### src/rtl/nn_layer_sequencer.sv
// Forward-pass sequencer for the two-layer network: steps node/input counters,
// emits flat weight indices and the MAC clear/enable/writeback strobes.
//
// state   | meaning
// IDLE    | waiting for start, all outputs low
// H_CLR   | clear accumulator for hidden node node_idx
// H_MAC   | accumulate hidden input in_idx (stalls while hold_q)
// H_STORE | write back hidden node node_idx
// O_CLR   | clear accumulator for output node node_idx
// O_MAC   | accumulate output input in_idx (stalls while hold_q)
// O_STORE | write back output node node_idx
// DONE    | one-cycle completion pulse
module nn_layer_sequencer #(
    parameter int INPUT_COUNT   = 62,
    parameter int H_NODE_NUMBER = 20,
    parameter int O_NODE_NUMBER = 10
) (
    input  logic        clk,
    input  logic        rst,
    input  logic        start,
    input  logic        hold,
    output logic        busy,
    output logic        done,
    output logic        layer_sel,
    output logic [4:0]  node_idx,
    output logic [5:0]  in_idx,
    output logic [10:0] w_idx,
    output logic        acc_clr,
    output logic        mac_en,
    output logic        node_wr
);

    typedef enum logic [2:0] {
        IDLE, H_CLR, H_MAC, H_STORE, O_CLR, O_MAC, O_STORE, DONE
    } state_t;

    localparam logic [5:0]  H_IN_LAST   = 6'(INPUT_COUNT - 1);
    localparam logic [5:0]  O_IN_LAST   = 6'(H_NODE_NUMBER - 1);
    localparam logic [4:0]  H_NODE_LAST = 5'(H_NODE_NUMBER - 1);
    localparam logic [4:0]  O_NODE_LAST = 5'(O_NODE_NUMBER - 1);
    localparam logic [10:0] H_STRIDE    = 11'(INPUT_COUNT);
    localparam logic [10:0] O_STRIDE    = 11'(H_NODE_NUMBER);

    state_t     state_q, state_d;
    logic [4:0] node_q, node_d;
    logic [5:0] in_q, in_d;
    logic       hold_q;
    logic       mac_q, mac_d;

    assign mac_q = (state_q == H_MAC) || (state_q == O_MAC);
    assign mac_d = (state_d == H_MAC) || (state_d == O_MAC);

    // hold is registered so every output stays a pure decode of registers:
    // a hold seen in a MAC cycle stalls the following MAC cycle.
    always_ff @(posedge clk) begin
        if (rst) begin
            state_q <= IDLE;
            node_q  <= '0;
            in_q    <= '0;
            hold_q  <= 1'b0;
        end else begin
            state_q <= state_d;
            node_q  <= node_d;
            in_q    <= in_d;
            hold_q  <= hold && mac_q && mac_d;
        end
    end

    always_comb begin
        state_d = state_q;
        node_d  = node_q;
        in_d    = in_q;
        case (state_q)
            IDLE: begin
                if (start) begin
                    state_d = H_CLR;
                    node_d  = '0;
                    in_d    = '0;
                end
            end
            H_CLR: state_d = H_MAC;
            H_MAC: begin
                if (!hold_q) begin
                    if (in_q == H_IN_LAST) begin
                        in_d    = '0;
                        state_d = H_STORE;
                    end else begin
                        in_d = in_q + 6'd1;
                    end
                end
            end
            H_STORE: begin
                if (node_q == H_NODE_LAST) begin
                    node_d  = '0;
                    state_d = O_CLR;
                end else begin
                    node_d  = node_q + 5'd1;
                    state_d = H_CLR;
                end
            end
            O_CLR: state_d = O_MAC;
            O_MAC: begin
                if (!hold_q) begin
                    if (in_q == O_IN_LAST) begin
                        in_d    = '0;
                        state_d = O_STORE;
                    end else begin
                        in_d = in_q + 6'd1;
                    end
                end
            end
            O_STORE: begin
                if (node_q == O_NODE_LAST) begin
                    node_d  = '0;
                    state_d = DONE;
                end else begin
                    node_d  = node_q + 5'd1;
                    state_d = O_CLR;
                end
            end
            DONE:    state_d = IDLE;
            default: state_d = IDLE;
        endcase
    end

    always_comb begin
        busy      = (state_q != IDLE);
        done      = (state_q == DONE);
        layer_sel = (state_q == O_CLR) || (state_q == O_MAC) || (state_q == O_STORE);
        acc_clr   = (state_q == H_CLR) || (state_q == O_CLR);
        mac_en    = mac_q && !hold_q;
        node_wr   = (state_q == H_STORE) || (state_q == O_STORE);
        node_idx  = node_q;
        in_idx    = in_q;
        w_idx     = 11'(node_q) * (layer_sel ? O_STRIDE : H_STRIDE) + 11'(in_q);
    end

endmodule
### config.mk
export PLATFORM = sky130hd
export DESIGN_NAME = nn_layer_sequencer
export DESIGN_NICKNAME = d
export VERILOG_FILES = /design/src/rtl/nn_layer_sequencer.sv
export SDC_FILE = /design/constraint.sdc
export NUM_CORES = 1
export LEC_CHECK = 0
export ABC_AREA = 1
export BUFFER_PORTS_ARGS = -buffer_cell sky130_fd_sc_hd__buf_2
export CORE_MARGIN = 2
export CORE_UTILIZATION = 45
export CTS_CLUSTER_DIAMETER = 40
export DETAILED_ROUTE_END_ITERATION = 8
export PLACE_DENSITY = 0.67
export SLEW_MARGIN = 20
export SYNTH_ARGS = -nofsm -noshare
export SYNTH_HDL_FRONTEND = slang
export SYNTH_SLANG_ARGS = --single-unit
### constraint.sdc
create_clock -name clk -period 3.66 [get_ports clk]
set_input_delay 0.183 -clock clk [delete_from_list [all_inputs] [get_ports clk]]
set_output_delay 0.183 -clock clk [all_outputs]
set_load 0.05 [all_outputs]
; ---- After elaboration in Yosys (flattened, before gate mapping)
; Cells that the tools add are included.
[totals]
output_inout_bits = 28
regBits = 15
[op_classes]
muxes = 19
eq_ne = 16
n_addsub = 3
reduce_logical = 16
n_mul = 1
[op_table]
columns = cell, n
row1 = 6-bit 2-to-1 mux, 6
row2 = 3-bit one-hot mux with 8 select lines, 1
row3 = 3-bit 2-to-1 mux, 6
row4 = 6-bit one-hot mux with 3 select lines, 1
row5 = "3-bit == test, second input constant", 5
row6 = 5-bit 2-to-1 mux, 3
row7 = 5-bit one-hot mux with 3 select lines, 1
row8 = 11-bit by 6-bit adder with 11-bit output, 1
row9 = 5-bit by 6-bit multiplier with 11-bit output, 1
row10 = "3-bit by 2-bit == test with 1-bit output, second input constant", 3
row11 = 3-bit nonzero test, 3
row12 = "6-bit by 1-bit adder with 6-bit output, second input constant", 1
row13 = "6-bit by 5-bit == test with 1-bit output, second input constant", 1
row14 = "6-bit == test, second input constant", 1
row15 = 1-bit logical OR, 6
row16 = "2-bit != test, second input constant", 3
row17 = "5-bit by 1-bit adder with 5-bit output, second input constant", 1
row18 = "5-bit by 4-bit == test with 1-bit output, second input constant", 1
row19 = "5-bit == test, second input constant", 1
row20 = 4-bit AND reduction, 1
row21 = "3-bit by 1-bit == test with 1-bit output, second input constant", 1
row22 = 1-bit logical AND, 3
row23 = 3-bit zero test, 1
row24 = 2-bit 2-to-1 mux, 1
row25 = other kinds (2), 2

; ---- Longest topological paths before layout
; Gate-level depths: netlist of run 1.
[logic_depth]
ltp_word = 7
mapped_depth = 20
ltp_nobuf = 20

; ---- Worst setup path after synthesis of run 1
; Ideal clock, no wire load.
[synth_path]
kind = register to output
startpoint = register node_q[0] (netlist: node_idx[0])
endpoint = output port w_idx[9]
arrival_ns = 4.208
stages_incl_launch_ff = 15
path_slack_ns = -0.731
path_buffers = 0
cell_sequence = dfxtp_1 > inv_1 > nor2_1 > inv_1 > fa_1 > fa_1 > fa_1 > inv_1 > ha_1 > nand3_1 > nand3_1 > nand2_1 > nand2_1 > a21oi_1 > xor2_1
[synth_between]
elab_chain_cells = 2
[synth_rtl]
columns = item, line_no
row1 = from (decl), 45  ; logic [4:0] node_q, node_d;
row2 = from (signal assigned), 63  ; node_q <= node_d;
row3 = 5-bit by 6-bit multiplier with 11-bit output, 135  ; w_idx = 11'(node_q) * (layer_sel ? O_STRIDE : H_STRIDE) + 11'(in_q);
row4 = 11-bit by 6-bit adder with 11-bit output, 135
row5 = to (decl), 27  ; output logic [10:0] w_idx,
; Every way passes these cells.

; ---- Worst setup path in the final report of run 1
[layout_path]
startpoint = register state_q[1]
endpoint = output port w_idx[8]
[layout_between]
elab_chain_cells = 6
elab_cells_between_ends = 8
[layout_rtl]
columns = item, line_no
row1 = from (decl), 44  ; state_t state_q, state_d;
row2 = from (signal assigned), 62  ; state_q <= state_d;
row3 = 3-bit == test, 129  ; layer_sel = (state_q == O_CLR) || (state_q == O_MAC) || (state_q == O_STORE);
row4 = 1-bit logical OR, 129
row5 = 1-bit logical OR *, 129
row6 = 6-bit 2-to-1 mux *, 135
row7 = 5-bit by 6-bit multiplier with 11-bit output *, 135
row8 = 11-bit by 6-bit adder with 11-bit output *, 135
; Mark *: on every way between the ends. The rest lies on a longest branch, timed or not.

==> results of run 1 <==
-- worst max-delay path, delay by kind of cell, from the launching register on --
kind	cells	cell delay, ns
buffers and inverters	5	0.35
AO/OA/AOI/OAI	2	0.57
XOR/XNOR	1	0.17
adder cells (fa/ha/maj)	4	1.41
AND/OR/NAND/NOR	5	0.50
flip-flops	1	0.35
-- flip-flops by register name, summed over array words and instances, names as in the netlist --
signal / cells
hold_q: 1
in_idx: 6
node_idx: 5
state_q: 3
-- worst max-delay path by stage --
stage,start,end,slack [ns],cells after the start
finish,state_q[1]$_SDFF_PP0_,w_idx[8],-0.14,17
detailed placement,state_q[1]$_SDFF_PP0_,w_idx[10],-0.06,17
floorplan,state_q[1]$_SDFF_PP0_,w_idx[9],-0.13,16
CTS,state_q[1]$_SDFF_PP0_,w_idx[8],-0.12,18
global route,state_q[1]$_SDFF_PP0_,w_idx[8],-0.35,17
global placement,state_q[1]$_SDFF_PP0_,w_idx[10],0.04,17
-- kinds of logic after synthesis --
logic type / Yosys count / synth area share [%]
simple gates: 111 / 30.35
buf+inv: 53 / 11.71
fa+ha+maj: 33 / 28.18
compound gates: 28 / 8.960
flops: 15 / 17.34
xor+xnor: 6 / 3.468
-- per-layer routing --
| layer | share of wire (%) | track usage (%) | up-vias |
|---|---|---|---|
| met5 | 0 | 0 | - |
| met4 | 0.45 | 3.827 | 0 |
| met3 | 2.8 | 3.578 | 2 |
| met2 | 44 | 29.67 | 21 |
| met1 | 53 | 28.47 | 758 |
| li1 | - | - | 889 |
-- synth_stat cells, drive strengths merged --
cell / instances / area [µm²]
a41oi: 1 / 8.760
dfxtp: 15 / 300.3
xor2: 6 / 60.06
inv: 52 / 195.2
nor2: 30 / 127.6
fa: 10 / 200.2
o211ai: 1 / 7.510
a21oi: 16 / 80.08
ha: 23 / 287.8
nand3: 15 / 97.60
and3: 1 / 6.260
nand3b: 2 / 15.01
a31oi: 1 / 6.260
nand2: 51 / 209.0
buf: 1 / 7.510
nor3: 8 / 45.04
and2: 1 / 6.260
o21ai: 9 / 52.55
nand4: 3 / 18.77
-- where the power goes --
| group | internal, mW | switching (mW) | total (mW) |
|---|---|---|---|
| logic | 0.0415 | 0.0996 | 0.141 |
| registers | 0.167 | 0.00340 | 0.171 |
| clock network | 0.0765 | 0.0661 | 0.143 |
-- layout by cell type, fill, tap and decap left out, types with 3 or more instances in the layout --
cell	instances
sky130_fd_sc_hd__buf_6	6
sky130_fd_sc_hd__o21ai_2	4
sky130_fd_sc_hd__nand2_2	10
sky130_fd_sc_hd__nand3_1	10
sky130_fd_sc_hd__clkbuf_8	3
sky130_fd_sc_hd__nor2_4	5
sky130_fd_sc_hd__nor3_1	7
sky130_fd_sc_hd__fa_1	10
sky130_fd_sc_hd__ha_4	4
sky130_fd_sc_hd__buf_4	22
sky130_fd_sc_hd__xor2_2	3
sky130_fd_sc_hd__buf_2	26
sky130_fd_sc_hd__nand2_4	4
sky130_fd_sc_hd__inv_2	12
sky130_fd_sc_hd__dfxtp_1	8
sky130_fd_sc_hd__ha_1	19
sky130_fd_sc_hd__o21ai_0	3
sky130_fd_sc_hd__inv_1	39
sky130_fd_sc_hd__dfxtp_2	6
sky130_fd_sc_hd__nand3_2	4
sky130_fd_sc_hd__nand2_1	37
sky130_fd_sc_hd__a21oi_1	12
sky130_fd_sc_hd__nand4_1	3
sky130_fd_sc_hd__nor2_1	23
-- repair_timing --
| item | CTS | global route |
|---|---|---|
| buffers inserted | 4 | 2 |
| resized for setup | 16 | 32 |
| endpoints found under the setup margin | 5 | 5 |
| pin swaps | 13 | 5 |
-- layout make-up --
class | count | area [µm²]
flip-flops and latches | 15 | 311.5
well taps | 48 | 60.06
repair buffers | 55 | 377.9
multi-input cells | 178 | 1449
inverters | 52 | 197.7
clock inverters | 1 | 7.507
fillers | 326 | 1244
clock buffers | 3 | 41.29
-- stage by stage --
step / instances / hold slack [ns] / worst slack (ns) / utilization, % / power [mW]
detailed placement: 342 / 0.4351 / -0.05956 / 59.94 / 0.3119
finish: 352 / 0.1719 / -0.1406 / 66.28 / 0.4545
global placement: 342 / 0.4390 / 0.03862 / 59.94 / 0.3105
global route: 352 / 0.1944 / -0.3530 / 66.28 / 0.4808
floorplan: 246 / 0.2447 / -0.1327 / - / 0.2810
CTS: 350 / 0.1669 / -0.1220 / 63.33 / 0.4591
==> summary by stage, run 1 <==
Run status
The run finished, with violations left. The final reports fail on negative setup slack.

Synthesis
Of the synthesized area, sequential elements account for between 10% and 20%. The post-synthesis cell count is approximately 250. The area of the mapped netlist is ~0.0017 mm². The average instance in the mapped netlist occupies about 7.0 µm². The register bit count reported by yosys is 15. After synthesis, the netlist uses 29 different library cells. During synthesis, Yosys emitted a total of 0 warnings.

The number of nets in the synthesized netlist is between 200 and 300.

Finish
The diode insertion count for antenna repair is 0. Relative to the synthesized area, the layout overhead comes to 41.18%. The post-route standard cell area excluding fillers is ~0.0024 mm². The final layout contains roughly 340 nets. The share of final-layout standard cells stronger than drive strength 1 is roughly two fifths.

Setup path
Counting cells, the worst reg-to-reg path comes to 7. The largest single stage delay on the critical path is roughly 0.50 ns. On the critical path, the stage with the largest delay is an instance of sky130_fd_sc_hd__fa_1. The endpoint identified for the worst register-to-register timing path is in_idx[4]$_SDFFE_PP0P_. Data on the critical path arrives at its endpoint at roughly 3.6 ns. The worst setup path is of the reg -> out kind. The worst setup path is captured at an output pin.

The register-to-register path setup slack is 2.14 ns. The beginning of the worst register-to-register path is state_q[1]$_SDFF_PP0_. The sort of element at the start of the critical path is a flip-flop. The signal on the critical path passes through nand2_4 -> inv_4 -> nor2_4 -> nor2_4 -> a21oi_2 -> ha_4 -> inv_1 -> nand2_2 -> inv_2 -> fa_1 -> fa_1 -> inv_2 -> ha_4 -> nand2_2 -> o211ai_1 -> xor2_4 -> buf_6. The critical-path maximum fanout is 5. The required arrival time at the worst endpoint is about 3.5 ns.

Routing
The wire length per cell after detailed routing is 10.81 µm. The total detailed-routing wirelength is ~3800 µm. For this run, design rule violations remaining after detail routing come to 0. For this run, the detailed router's first-pass iteration total came to 4. Detailed routing inserted a total of approximately 1.7k vias. The count of antenna-violating nets left after detailed routing is 0. Using the TritonRoute via totals, the vias-per-cell ratio works out to roughly 4.7. The count of routing violations after the opening detailed-route iteration is 80.

Clock tree
TritonCTS created 3 clock buffers. The clock insertion delay at the later pin of the skew report is 0.25 ns. The master cell of the clock root buffer is sky130_fd_sc_hd__clkbuf_8.

The number of buffers inserted for hold repair after clock tree synthesis is 0. Clock-pin slew was measured on the worst setup and hold paths at 0.07 ns. The H-tree depth is 1.

The tree built by TritonCTS fans out to 15 sinks. The number of buffers on the longest clock path is 2. TritonCTS built the clock tree.

Placement
The area after detailed placement is 0.002211 mm². At the end of routability-driven placement, the weighted congestion stood at 0.8283. In this run the tool buffered the top-level ports with 31 buffer cells. The HPWL after detailed placement is slightly above 3000 µm.

Run
The max-cap check violation count is 0.

Floorplan
After floorplanning, the core was sized to cover around 0.0037 mm². The die height is 66.04 µm. 32 I/O pins were placed.

The floorplan step defined a die boundary enclosing ~0.0044 mm². The die outline width is approximately 66 µm. The cell row count is 22.

For this configuration, the core starts out at a cell density of 46.95%.

GRT
The number of global-route vias before repair is 1,575. The overall track demand over capacity in global routing is between 10% and 20%. The total overflow left after global routing is 0.

The first global-routing pass estimated ~6700 µm of wire. The number of antenna violations at the first check in global routing is 0. Entering global routing, the biggest net connects 11 pins.

Min path
Along the worst hold path, the cell count comes to 2. The tightest min-delay check is of the in -> reg type. The worst hold endpoint is state_q[1]$_SDFF_PP0_. The origin of the worst min-delay path is rst.

STA
In this run the tightest slew margin relative to its limit is 71.02%. The number of failing hold endpoints at the final stage is 0. The minimum clock period after layout is ~3.8 ns. After layout, the worst path uses 103.8% of the clock period. The actual transition at the worst max-transition pin is about 0.43 ns.

The setup TNS is -0.3026 ns. The least setup slack across all paths after layout is -0.1406 ns. Setup repair after global routing could not meet its margin everywhere. The total of endpoints with negative setup slack in the final report is 3. The final number of max-transition violations was 0.

Static timing analysis puts the maximum clock frequency at 0.2631 GHz. The clock skew is about 0.0045 ns.

Power and ir drop
The areal power density over the cells is 185.9 mW/mm². The maximum vdd ir drop is around 210 µV. The leakage dissipation is roughly 1.3 nW.
No activity file was read; power rests on OpenSTA's default activity.
==> run 2, diff against run 1 <==
Settings changed: CORE_MARGIN 2 to default, MAX_ROUTING_LAYER from default to met4.
==> summary by stage, run 2 (synthesized netlist as in run 1, its figures left out) <==
STA
The actual transition at the worst max-transition pin is 0.4385 ns. The minimum clock period after layout is 3.934 ns. Setup violations remaining at the end of the flow were counted as 5. Of the available clock period, the critical path in the final layout requires 107.5%. The clock skew is about 0.0018 ns.

The timing-limited maximum frequency is approximately 0.25 GHz. The worst pin sits at a relative slew slack of a little over two thirds. Setup repair after global routing could not meet its margin everywhere. The number of failing hold endpoints at the final stage is 0.

The least setup slack across all paths after layout is -0.2735 ns. The worst hold-check slack is 0.1730 ns. The final number of max-transition violations is 0.

Clock tree
CTS saw 15 sinks. The master cell of the clock root buffer is sky130_fd_sc_hd__clkbuf_8. TritonCTS built the clock tree. The longest clock path from root to sink contains 2 buffers. The H-tree depth is 1.

The number of buffers inserted for hold repair after clock tree synthesis is 0. The clock edge transition at the registers on the reported setup and hold paths is ~0.070 ns. At the later pin of the worst-skew pair, clock insertion delay measures about 0.25 ns. The number of buffers inserted during clock tree synthesis is 3.

Routing
In the routed layout, each cell is associated on average with a via count of around 5.0. The count of routing violations after the opening detailed-route iteration is 95. After detailed routing, the average wire length per cell comes to around 12 µm. Detailed routing inserted a total of 1,771 vias. The first TritonRoute pass finished after 5 iterations. The routed design has about 4200 µm of wire. For this run, design rule violations remaining after detail routing come to 0. In this run the remaining antenna-violating nets after routing total 0.

Power and ir drop
The areal power density over the cells is around 180 mW/mm². The analysis attributes to net switching a power of 0.1676 mW. Combinational cells account for 31.0% of the total power. Of the total power, registers draw a little under two fifths.

Cell internal power was estimated by the tool at 0.2854 mW. The total power draw is about 0.45 mW. VDD sags by at most 135.6 µV.

The leakage dissipation is between 1 and 1.5 nW. The proportion of power drawn by the clock network is ~31%. The switching power share of the total is 37.00%.

GRT
The global-route congestion overflow total is 0. For this run, the total global-route usage over all layers was measured as between 20% and 30%. The number of global-route vias before repair is approximately 1.6k. The first-pass GRT wire length is just over 7000 µm.

Entering global routing, the biggest net connects 11 pins. The number of antenna violations at the first check in global routing was 0.

Min path
The type of the tightest min-delay check is in -> reg.

Run status
The checks that failed: negative setup slack. The run finished, with violations left.

Placement
The worst slack at placement is -0.07147 ns. The count of input and output buffers is 31. Detailed placement ended at an HPWL of just over 3000 µm. The congestion estimate from routability-driven global placement came to around 0.86.

Floorplan
The die outline width is about 64 µm. The starting utilization of the core area is roughly 47%. The overall die area is 0.004100 mm².

The cell row count is 22. The die height is approximately 64 µm. The core region is approximately 0.0037 mm².

The number of ports placed on the die boundary is 32.

Finish
The number of flip-flops under the largest register name is 6. In the final layout, the share of cells above drive strength 1 is roughly two fifths. The number of fill cells is about 320. The diode insertion count for antenna repair is 0. In the layout the commonest cells are 42 x sky130_fd_sc_hd__inv_1, 41 x sky130_fd_sc_hd__nand2_1, 26 x sky130_fd_sc_hd__buf_2. Leaving out fill and tap cells, the most frequent cell in the layout is sky130_fd_sc_hd__inv_1. The growth of design area from synthesis to finish is 41.69%. The final layout contains 345 nets. For this run, the share of the core covered by cells in the final layout is about two thirds.

Run
The max-cap check violation count is 0.

Setup path
The signal on the critical path passes through nand2_4 -> inv_4 -> nor2_4 -> nor2_4 -> inv_1 -> nand2_1 -> nand2_1 -> inv_2 -> ha_4 -> inv_2 -> fa_1 -> fa_1 -> inv_2 -> ha_4 -> nand2_2 -> inv_1 -> nand4_1 -> o211ai_1 -> xor2_4 -> buf_6. The type of destination of the critical path is an output pin. The critical-path maximum fanout is 5. The sort of element at the start of the critical path is a flip-flop. The worst-path cell with the longest stage delay is sky130_fd_sc_hd__fa_1. At the worst endpoint, the required time is roughly 3.5 ns. The cell type with the highest occurrence count on the critical path is sky130_fd_sc_hd__inv_2.

For this run, the slowest stage of the critical path takes slightly above 0.5 ns. The setup path with the least slack is of type reg -> out. STA puts the critical path data arrival time at between 3 and 4 ns.
[run 2: cell count changes in the layout (fill, tap and decap cells not counted), sizes merged]
cell	change
buf	+3
[run 2: worst paths after layout]
kind                       startpoint                        to  slack, ns  cells past startpoint
max             state_q[1]$_SDFF_PP0_                  w_idx[8]      -0.27                     20
min                              hold         hold_q$_SDFF_PP0_       0.17                      3
max reg2reg    in_idx[1]$_SDFFE_PP0P_         hold_q$_SDFF_PP0_       2.11                      5
min reg2reg  node_idx[1]$_SDFFE_PP0P_  node_idx[1]$_SDFFE_PP0P_       0.51                      2
[run 2: layout make-up]
cell class / instances / area [µm²] / area share (%)
repair buffers: 58 / 404.1 / 16.47
inverters: 52 / 197.7 / 8.057
clock buffers: 3 / 41.29 / 1.683
well taps: 48 / 60.06 / 2.448
flip-flops and latches: 15 / 311.5 / 12.70
multi-input cells: 178 / 1431 / 58.34
clock inverters: 1 / 7.507 / 0.3060
[run 2: layer usage]
metal	up-vias	GRT usage, %	routed length [µm]
met5	-	-	0
met4	0	5.398	64
met3	10	3.214	170
met2	44	36.70	1952
met1	816	29.60	1976
li1	901	-	-
[run 2: worst max-delay path, delay by kind of cell (launching register included)]
kind / cells / cell delay (ns)
AND/OR/NAND/NOR: 7 / 0.71
adder cells (fa/ha/maj): 4 / 1.50
buffers and inverters: 7 / 0.51
XOR/XNOR: 1 / 0.18
AO/OA/AOI/OAI: 1 / 0.23
flip-flops: 1 / 0.35
[run 2: per-stage QoR]
step | TNS [ns] | std cells | area [µm²]
final | -0.9724 | 355 | 2454
after global routing | -1.550 | 355 | 2454
after CTS | -0.3284 | 351 | 2374
after detailed placement | -0.07285 | 341 | 2203
after global placement | 0 | 341 | 2203
after floorplan | -0.4145 | 246 | 1868
[run 2: timing repair]
item	CTS	global route
resized for setup	25	13
endpoints found under the setup margin	5	5
setup buffers	6	4
pin swaps	16	6
[run 2: power groups by stage]
stage               Sequential, mW  Clock (mW)  Combinational, mW
detailed placement           0.175           0              0.136
global route                 0.171       0.153              0.154
floorplan                    0.183           0             0.0983
CTS                          0.171       0.145              0.139
finish                       0.171       0.142              0.140
global placement             0.174           0              0.135
==> run 3, diff against run 2 <==
Settings changed: PLACE_DENSITY 0.67 to 0.65.
Clock period 3.66 ns to 4.6 ns, I/O delays scaled along.
==> summary by stage, run 3 (synthesized netlist as in run 1, its figures left out) <==
Run status
The flow ran to the end, and the final reports show no timing, DRC or antenna violations.

Finish
The commonest non-fill, non-tap cell in the layout is sky130_fd_sc_hd__inv_1. The core occupancy in the finished layout is 53.93%. In the layout the commonest cells are 49 x sky130_fd_sc_hd__inv_1, 48 x sky130_fd_sc_hd__nand2_1, 30 x sky130_fd_sc_hd__buf_2. After routing the design area is approximately 0.0020 mm². At the end of the flow, the number of nets in the layout was approximately 320. Leaving out filler cells and counting taps, the final layout contains ~330.

The repair_antennas step left the layout with diodes totalling 0. After filler insertion, the fill cell instance count of the layout stands at 384. The number of flip-flops under the largest register name is 6. The share of final-layout standard cells stronger than drive strength 1 is 17.86%.

The growth of design area from synthesis to finish is 14.88%.

GRT
The overall track demand over capacity in global routing is ~20%. The number of global-route vias before repair is around 1.5k. The global-route congestion overflow total is 0. The first global-routing pass estimated 6341 µm of wire. The maximum number of pins on one net before global-route repair is 11. The number of antenna violations at the first check in global routing is 0.

Floorplan
The initial utilization of the core area, before any placement, comes to between 40% and 50%. For this design the top-level I/O count stands at 32. The core box area is around 0.0037 mm². The overall die area is around 0.004 mm². The die is ~64 µm wide.

The initialized floorplan defines 22 standard-cell rows. The die height is between 60 and 70 µm.

Power and ir drop
VDD sags by at most around 150 µV. The portion of total power attributed to sequential cells is approximately 40%. In this run the static leakage power is around 1.2 nW. The areal power density over the cells is roughly 170 mW/mm².

The clock network burns 32.0% of the power. The proportion of power drawn by combinational gates is roughly 28%. The switching power share of the total is a little over a third. Summed over all nets, the switching power comes to 0.1263 mW.

The cell-internal power is 0.2194 mW.

Min path
Counting instances, the worst hold path has a depth of 3. The worst hold path terminates at hold_q$_SDFF_PP0_. The origin of the worst min-delay path is hold. The path class of the tightest hold or removal check is in -> reg.

Routing
After detailed routing, the average wire length per cell comes to 10.38 µm. The pre-antenna-repair detailed-routing pass consisted of 4 iterations. The count of antenna-violating nets left after detailed routing is 0. The detailed router finished its first iteration with 75 violations. In the routed layout, each cell is associated on average with a via count of 4.771. Across all layers, the routed design uses 1,565 vias. In the routed design, unresolved DRC markers number 0. For this block, the routed nets add up to 3404 µm of wire.

STA
The clock skew is around 0.0022 ns. The timing-limited maximum frequency is around 0.23 GHz. The fraction of the cycle the final worst path needs is just over 90%. The tightest slew margin relative to the limit is 71.93%. The final number of max-transition violations is 0. Setup violations remaining at the end of the flow were counted as 0. The tightest hold path in the finished design has a slack of 0.2211 ns.

Setup repair after global routing left no endpoint under its margin. Setup total negative slack on the finished layout was measured at 0 ns. The minimum clock period after layout is 4.272 ns. The number of failing hold endpoints at the final stage was 0. For the pin with the worst max-slew slack, the measured transition is ~0.42 ns.

Setup path
The largest stage delay on the critical path is roughly 0.55 ns. The sort of element at the start of the critical path is a flip-flop. The worst setup path is captured at an output pin. The number of cells on the worst reg-to-reg path is 5. For flop-to-flop paths, the worst setup slack is 3.04 ns.

The worst setup path is of the reg -> out kind. The largest individual stage delay along the critical path comes from the cell sky130_fd_sc_hd__fa_1. In this run the critical register-to-register path is captured at hold_q$_SDFF_PP0_.

The critical path contains buffers and inverters numbering 4 combined. In this run the critical register-to-register path is launched from in_idx[1]$_SDFFE_PP0P_. The cell family contributing the most delay on the critical path is adder cells. The required arrival time at the worst endpoint is about 4.4 ns. In this run the worst path has a maximum fanout of 7.

For the worst setup path, the data arrival time is around 4 ns. Traced cell by cell, the critical path runs through nand2_1 -> inv_1 -> nor2_4 -> nor2_2 -> inv_1 -> fa_1 -> fa_1 -> fa_1 -> inv_1 -> ha_1 -> nand3_1 -> nand3_1 -> nand2_1 -> nand2_1 -> a21oi_1 -> xor2_1 -> buf_2.

Clock tree
CTS built an H-tree with a depth of 1. Counting every sink on the clock net gives 15. The number of buffers on the longest clock path is 2.

The clock insertion delay at the later pin of the skew report is 0.25 ns. The master cell of the clock root buffer is sky130_fd_sc_hd__clkbuf_8. The clock edge transition at the registers on the reported setup and hold paths is around 0.060 ns. The number of buffers inserted during clock tree synthesis is 3. Buffers added to address setup during post-CTS repair amount to 0. The number of buffers inserted for hold repair after clock tree synthesis is 0. TritonCTS built the clock tree.

Placement
The area after detailed placement is around 0.0019 mm². The global placement routability congestion is 0.8409. Buffers placed on the I/O ports in this run total 31. The cell total after placement is between 300 and 400. The HPWL after detailed placement is between 2000 and 3000 µm.

Run
Max-cap violations in this run came to 0.
[run 3: cell type report]
cell class | instances | area (µm²) | share of cell area (%)
Timing Repair Buffer | 31 | 157.7 | 7.925
Inverter | 52 | 195.2 | 9.811
Multi-Input combinational cell | 178 | 1231 | 61.89
Clock buffer | 4 | 45.04 | 2.264
Sequential cell | 15 | 300.3 | 15.09
Tap cell | 48 | 60.06 | 3.019
[run 3: metrics by stage]
step	setup slack, ns	power, mW
floorplan	0.1617	0.2201
global placement	0.5386	0.2380
detailed placement	0.5030	0.2377
CTS	0.2198	0.3487
global route	0.03773	0.3655
finish	0.3281	0.3457
[run 3: worst max path at each step]
stage / from / endpoint / slack (ns) / cells after the start
after floorplan: node_idx[0]$_SDFFE_PP0P_ / w_idx[9] / 0.16 / 14
after global placement: state_q[2]$_SDFF_PP0_ / w_idx[9] / 0.54 / 14
after detailed placement: state_q[2]$_SDFF_PP0_ / w_idx[9] / 0.50 / 14
after CTS: state_q[2]$_SDFF_PP0_ / w_idx[9] / 0.22 / 14
after global routing: state_q[2]$_SDFF_PP0_ / w_idx[10] / 0.04 / 16
final: state_q[1]$_SDFF_PP0_ / w_idx[9] / 0.33 / 17
[run 3: repair_timing]
action | 4_1_cts | 5_1_grt
gates resized for setup | 0 | 3
setup endpoints to repair | 0 | 2
hold endpoints to repair | 0 | 0
[run 3: power groups by stage]
stage,clock [mW],sequential (mW),combinational [mW]
detailed placement,0,0.140,0.0977
finish,0.111,0.137,0.0980
floorplan,0,0.144,0.0759
CTS,0.113,0.137,0.0986
global placement,0,0.140,0.0982
global route,0.119,0.138,0.109
[run 3: routing by layer]
layer	global-route usage, %	part of all wire [%]	up-vias
met5	-	0	-
met4	4.261	0.76	0
met3	4.286	3.7	5
met2	31.91	43	27
met1	26.48	53	685
li1	-	-	848
[run 3: tightest hold or removal path: stages]
cell and delay (ns):
sky130_fd_sc_hd__buf_2 0.09, sky130_fd_sc_hd__nand3_1 0.07, sky130_fd_sc_hd__a21oi_1 0.04
